## src/rtl/frame_buf_reader_pkg.sv

```systemverilog
// Shared constants, state encoding and sync payload for the camera frame buffer.
package frame_buf_reader_pkg;

    localparam int unsigned LOGSIZE      = 19;
    localparam int unsigned WIDTH        = 24;
    localparam int unsigned H_ACTIVE     = 640;
    localparam int unsigned V_ACTIVE     = 480;
    localparam int unsigned FRAME_PIXELS = H_ACTIVE * V_ACTIVE;
    localparam int unsigned HCOUNT_W     = 11;
    localparam int unsigned VCOUNT_W     = 10;

    typedef enum logic [1:0] {
        WAIT_FIRST   = 2'd0,
        DISPLAY      = 2'd1,
        SWAP_PENDING = 2'd2
    } rd_state_e;

    // VGA timing bundle carried alongside the pixel pipeline
    typedef struct packed {
        logic hsync;
        logic vsync;
        logic blank;
    } sync_t;

endpackage

```

## src/rtl/sync_delay_line.sv

```systemverilog
// Fixed-depth shift register; resets to all ones so active-low syncs stay idle.
module sync_delay_line #(
    parameter int unsigned DEPTH = 3,
    parameter int unsigned WIDTH = 1
) (
    input  logic             clk,
    input  logic             reset,
    input  logic [WIDTH-1:0] din,
    output logic [WIDTH-1:0] dout
);

    logic [DEPTH-1:0][WIDTH-1:0] stages;

    // Shift one stage per clock
    always_ff @(posedge clk) begin
        if (reset) begin
            stages <= '1;
        end else begin
            stages[0] <= din;
            for (int i = 1; i < DEPTH; i++) begin
                stages[i] <= stages[i-1];
            end
        end
    end

    assign dout = stages[DEPTH-1];

endmodule

```

## src/rtl/frame_buf_reader.sv

```systemverilog
// Display-side frame buffer reader: raster address generation, ping-pong bank
// ownership with tear-free swaps at the first blank line, and pixel/sync output
// aligned three cycles behind hcount/vcount.
module frame_buf_reader #(
    parameter int unsigned LOGSIZE  = frame_buf_reader_pkg::LOGSIZE,
    parameter int unsigned WIDTH    = frame_buf_reader_pkg::WIDTH,
    parameter int unsigned H_ACTIVE = frame_buf_reader_pkg::H_ACTIVE,
    parameter int unsigned V_ACTIVE = frame_buf_reader_pkg::V_ACTIVE
) (
    input  logic                                      clk,
    input  logic                                      reset,
    input  logic [frame_buf_reader_pkg::HCOUNT_W-1:0] hcount,
    input  logic [frame_buf_reader_pkg::VCOUNT_W-1:0] vcount,
    input  logic                                      hsync,
    input  logic                                      vsync,
    input  logic                                      blank,
    input  logic                                      frame_done,
    output logic [LOGSIZE:0]                          rd_addr,
    input  logic [WIDTH-1:0]                          rd_data,
    output logic                                      write_bank,
    output logic [WIDTH-1:0]                          pixel_out,
    output logic                                      hsync_out,
    output logic                                      vsync_out,
    output logic                                      blank_out,
    output logic                                      frame_dropped
);

    import frame_buf_reader_pkg::*;

    localparam int unsigned        FRAME   = H_ACTIVE * V_ACTIVE;
    localparam logic [LOGSIZE-1:0] OFF_MAX = LOGSIZE'(FRAME - 1);
    localparam logic [HCOUNT_W-1:0] H_LIM  = HCOUNT_W'(H_ACTIVE);
    localparam logic [VCOUNT_W-1:0] V_LIM  = VCOUNT_W'(V_ACTIVE);

    rd_state_e          state, state_nx;
    logic               read_bank;
    logic               shown;
    logic [LOGSIZE-1:0] offset;
    logic               active_c, frame_start_c, boundary_c;
    logic               swap_c, drop_c;
    logic [WIDTH-1:0]   pixel_c;
    sync_t              sync_in, sync_d2, sync_d3;

    assign active_c      = (hcount < H_LIM) && (vcount < V_LIM);
    assign frame_start_c = (hcount == '0) && (vcount == '0);
    assign boundary_c    = (hcount == '0) && (vcount == V_LIM);

    // State register
    always_ff @(posedge clk) begin
        if (reset) begin
            state <= WAIT_FIRST;
        end else begin
            state <= state_nx;
        end
    end

    // Next state, swap and drop decisions
    always_comb begin
        state_nx = state;
        swap_c   = 1'b0;
        drop_c   = 1'b0;
        case (state)
            WAIT_FIRST, DISPLAY: begin
                if (frame_done) begin
                    state_nx = SWAP_PENDING;
                end
            end
            SWAP_PENDING: begin
                if (boundary_c) begin
                    // A frame_done landing on the swap cycle is counted as dropped
                    swap_c   = 1'b1;
                    drop_c   = frame_done;
                    state_nx = DISPLAY;
                end else if (frame_done) begin
                    drop_c = 1'b1;
                end
            end
            default: state_nx = WAIT_FIRST;
        endcase
    end

    // Bank ownership, displayed-frame flag and drop pulse
    always_ff @(posedge clk) begin
        if (reset) begin
            read_bank     <= 1'b1;
            write_bank    <= 1'b0;
            shown         <= 1'b0;
            frame_dropped <= 1'b0;
        end else begin
            frame_dropped <= drop_c;
            if (swap_c) begin
                read_bank  <= write_bank;
                write_bank <= ~write_bank;
                shown      <= 1'b1;
            end
        end
    end

    // Raster offset counter and registered read address; offset clamps at last pixel
    always_ff @(posedge clk) begin
        if (reset) begin
            rd_addr <= '0;
            offset  <= '0;
        end else if (frame_start_c) begin
            rd_addr <= {read_bank, LOGSIZE'(0)};
            offset  <= LOGSIZE'(active_c);
        end else begin
            rd_addr <= {read_bank, offset};
            if (active_c && (offset != OFF_MAX)) begin
                offset <= offset + LOGSIZE'(1);
            end
        end
    end

    assign sync_in = '{hsync: hsync, vsync: vsync, blank: blank};

    sync_delay_line #(
        .DEPTH (2),
        .WIDTH ($bits(sync_t))
    ) u_sync_d2 (
        .clk   (clk),
        .reset (reset),
        .din   (sync_in),
        .dout  (sync_d2)
    );

    sync_delay_line #(
        .DEPTH (1),
        .WIDTH ($bits(sync_t))
    ) u_sync_d3 (
        .clk   (clk),
        .reset (reset),
        .din   (sync_d2),
        .dout  (sync_d3)
    );

    assign hsync_out = sync_d3.hsync;
    assign vsync_out = sync_d3.vsync;
    assign blank_out = sync_d3.blank;

    // Black while blanked or before the first completed swap
    assign pixel_c = (sync_d2.blank || !shown) ? '0 : rd_data;

    // Pixel output register, lines up with the third sync stage
    always_ff @(posedge clk) begin
        if (reset) begin
            pixel_out <= '0;
        end else begin
            pixel_out <= pixel_c;
        end
    end

endmodule

```

## config.mk

```make
export PLATFORM = sky130hd
export DESIGN_NAME = frame_buf_reader
export DESIGN_NICKNAME = d
export VERILOG_FILES = /design/src/rtl/frame_buf_reader_pkg.sv /design/src/rtl/sync_delay_line.sv /design/src/rtl/frame_buf_reader.sv
export SDC_FILE = /design/constraint.sdc
export NUM_CORES = 1
export LEC_CHECK = 0
export BUFFER_PORTS_ARGS = -buffer_cell sky130_fd_sc_hd__buf_2
export CORE_AREA = 4 4 85 79
export DETAILED_ROUTE_END_ITERATION = 8
export DIE_AREA = 0 0 89 83
export MAX_ROUTING_LAYER = met4
export PLACE_DENSITY = 0.77
export SLEW_MARGIN = 20
export SYNTH_ARGS = -nofsm -noshare
export SYNTH_HDL_FRONTEND = slang
export SYNTH_HIERARCHICAL = 1
export SYNTH_SLANG_ARGS = --single-unit
```

## constraint.sdc

```tcl
create_clock -name clk -period 2.2 [get_ports clk]
set_input_delay 0.22 -clock clk [delete_from_list [all_inputs] [get_ports clk]]
set_output_delay 0.22 -clock clk [all_outputs]
set_load 0.1 [all_outputs]
```

==> metrics.txt <==
H-tree lvl count 3; Pwr Total 2.63 mW; number of flops mapped to enable cells by yosys 0; GRT met3 Usage 3.87%; total grt overflow 0; clk_skew 0.00684 ns; Worst Min Path Start blank; via count 2052; Hold WC Path Type in -> reg; crit-path max FO 12; slowest cell delay on critical path 0.42 ns; register share of total power 54.2%; endpoints failing setup 0; fin crit share 83.7%; average vias per placed instance 4.72; ANT cells 0; layout cells sized above 1 38.3%; Tmin final 1.84 ns; Critical Path Start Type flip-flop; Fin. Hold Viols 0; Synth Flop Type dfxtp_1; Seq/Total Area, Yosys 56.0%; Die Y 83 µm; worst skew pair latency 0.34 ns; number of I/O port buffers 99; Buf/Inv on CP 0; largest net degree at the start of global routing 25; worst r2r src offset[7]; Worst-Margin Slew 0.693 ns; Reg clk slew, reported paths 0.08 ns; Clock power frac 41.0%; number of global-route vias before repair 1962; Worst Setup End Kind flip-flop; Req. time, crit path 2.43 ns; max-cap violations 0; Detailed Route Iter0 Violations 81; Peak VDD IR 0.507 mV; I/O pin count 100; Crit path max-delay family simple AND/OR/NAND/NOR gates; Async SR Flop Fraction 0%; mapped cell area 2790 µm²; starting density of the core 47.2%; final antenna-violating net count 0; GR Layer Usage met1 20.0%; hpwl dp 4060 µm; Setup Fix Bufs, Post-CTS 0; Total Routed Length 5430 µm; outcome finished, final reports clean; CTS tree built; post-detailed-route wirelength per cell 12.5 µm; cells after synthesis 258; Synth-to-Final Area Change 26.0%; pwr dens 750 nW/µm²; Nets 410; CTS sink cnt 78; Area after DPL 3310 µm²; Switching Fraction 22.7%; CTS Hold Buffers Added 0; CP arrival 2.07 ns; synth unique cells 48; syn_nets 310; core area 5910 µm²; RR Endpoint offset[4]; Comb power frac 4.8%; grt peak-use layer met2; Synth Warn # 6; fin. max-slew vios 0; Cell Chain, Critical Path and4_1, nand4_4, o211ai_4, nor2_2, mux2_4; first-pass GRT wire length 8870 µm; cell area after layout 3510 µm²; Hold Path Stages 2; grt met2 use 23.5%; Total GRT Usage 15.8%; Worst R2R Setup Slack 0.36 ns; Std-Cell Rows 27; Pleak 1.56 nW; RePlAce Congestion 0.733; Fin Setup TNS 0 ns; fmax 543 MHz; Setup CP Type reg -> reg; Internal Dissipation 2.03 mW; syn_area_per_cell 10.8 µm²; destination of the worst hold path u_sync_d2/stages[0]; Worst R2R Path Depth 5; PostCTS Resize Cnt 0; initial antenna violation count 0; area occupied by multi-input gates 1130 µm²; full die area 7390 µm²; Chip Width 89 µm; router iterations before antenna repair 4; final-layout fill cell count 502; worst hold slack 0.0491 ns; CTS Buf Count 9; Residual DRC 0; Register Area 1560 µm²; Max transition margin 53.8%; clk buf depth 2; Synth Register Bits 78; unrepaired setup endpoints after global routing no; CP max-delay cell dfxtp_1; Clock Tree Root clkbuf_8; P_sw 598 µW
cell type report:
cell class | count | area share, %
Timing Repair Buffer | 102 | 14.7
Clock buffer | 10 | 3.92
Inverter | 2 | 0.214
Clock inverter | 6 | 1.92
Tap cell | 72 | 2.57
Sequential cell | 78 | 44.5
Multi-Input combinational cell | 165 | 32.2
layer usage:
layer / part of all wire (%) / up-vias
met5: 0 / -
met4: 1.9 / 0
met3: 7.6 / 9
met2: 46 / 69
met1: 44 / 903
li1: - / 1071
kinds of logic (layout without fill, tap and decap cells):
logic type | Yosys count | count (layout) | share of synthesized area, %
and+or+nand+nor | 124 | 124 | 29.4
DFF | 78 | 78 | 56.0
AOI/OAI and AO/OA | 28 | 28 | 6.51
buffers and inverters | 15 | 120 | 3.46
xor gates and xnor gates | 10 | 10 | 3.14
muxes | 2 | 2 | 1.08
adders and majority gates | 1 | 1 | 0.449
Yosys cell counts, types with 4 or more instances:
library cell  number  area, µm²
o21ai_0            6       30.0
or3_1              6       37.5
or2_1              9       56.3
nor2_2             4       25.0
buf_4              4       30.0
a21oi_1           12       60.1
nand4_1            7       43.8
xnor2_1            8       70.1
and2_1            44        275
nand2_1           12       45.0
nor4_1             4       25.0
dfxtp_1           78       1560
nor2_1            10       37.5
clkbuf_1           4       15.0
power groups by stage:
stage / clock network [mW] / logic (mW) / registers (mW)
floorplan: 0 / 0.0434 / 1.49
global placement: 0 / 0.126 / 1.46
detailed placement: 0 / 0.127 / 1.46
CTS: 1.12 / 0.127 / 1.43
global route: 1.19 / 0.139 / 1.43
finish: 1.08 / 0.126 / 1.43
flip-flops by register name (all words and copies together), names as in the netlist, 2 cells and up:
| signal | cells |
|---|---|
| state | 2 |
| rd_addr | 20 |
| offset | 19 |
| u_sync_d2/dout | 3 |
| u_sync_d2/stages | 3 |
| pixel_out | 24 |
| u_sync_d3/dout | 3 |
cells in the final DEF (no fill, tap or decap), types with 3 or more instances in the layout:
| cell | n |
|---|---|
| nor4_1 | 4 |
| o21ai_0 | 6 |
| xnor2_1 | 8 |
| nor2_2 | 4 |
| dfxtp_1 | 78 |
| nand2_1 | 12 |
| and2_1 | 44 |
| clkbuf_8 | 10 |
| nor2_1 | 10 |
| nor3_1 | 3 |
| nand4_1 | 7 |
| nor4_2 | 3 |
| or2_1 | 9 |
| a21oi_1 | 12 |
| buf_2 | 99 |
| nand3_1 | 3 |
| nor2b_1 | 3 |
| buf_4 | 3 |
| or3_1 | 6 |
worst register-to-register path: cells and delay by family (launching register included):
kind	cells	cell delay, ns
multiplexers	1	0.30
AO/OA/AOI/OAI	1	0.38
flip-flops	1	0.42
AND/OR/NAND/NOR	3	0.64
per-stage QoR:
step                      cells  worst slack, ns  utilization, %
after floorplan             258            0.522               -
after global placement      419            0.404            55.9
after detailed placement    419            0.355            55.9
after CTS                   435            0.368            59.4
after global routing        435            0.216            59.4
final                       435            0.358            59.4
worst max-delay path by stage:
stage | cells after the start | slack [ns] | endpoint | start
detailed placement | 6 | 0.36 | offset[4] | vcount[9]
finish | 5 | 0.36 | offset[4] | offset[7]
global placement | 6 | 0.40 | offset[4] | vcount[9]
floorplan | 6 | 0.52 | offset[11] | offset[2]
CTS | 5 | 0.37 | offset[4] | offset[7]
global route | 5 | 0.22 | offset[4] | offset[7]
No activity file was read; power rests on OpenSTA's default activity.
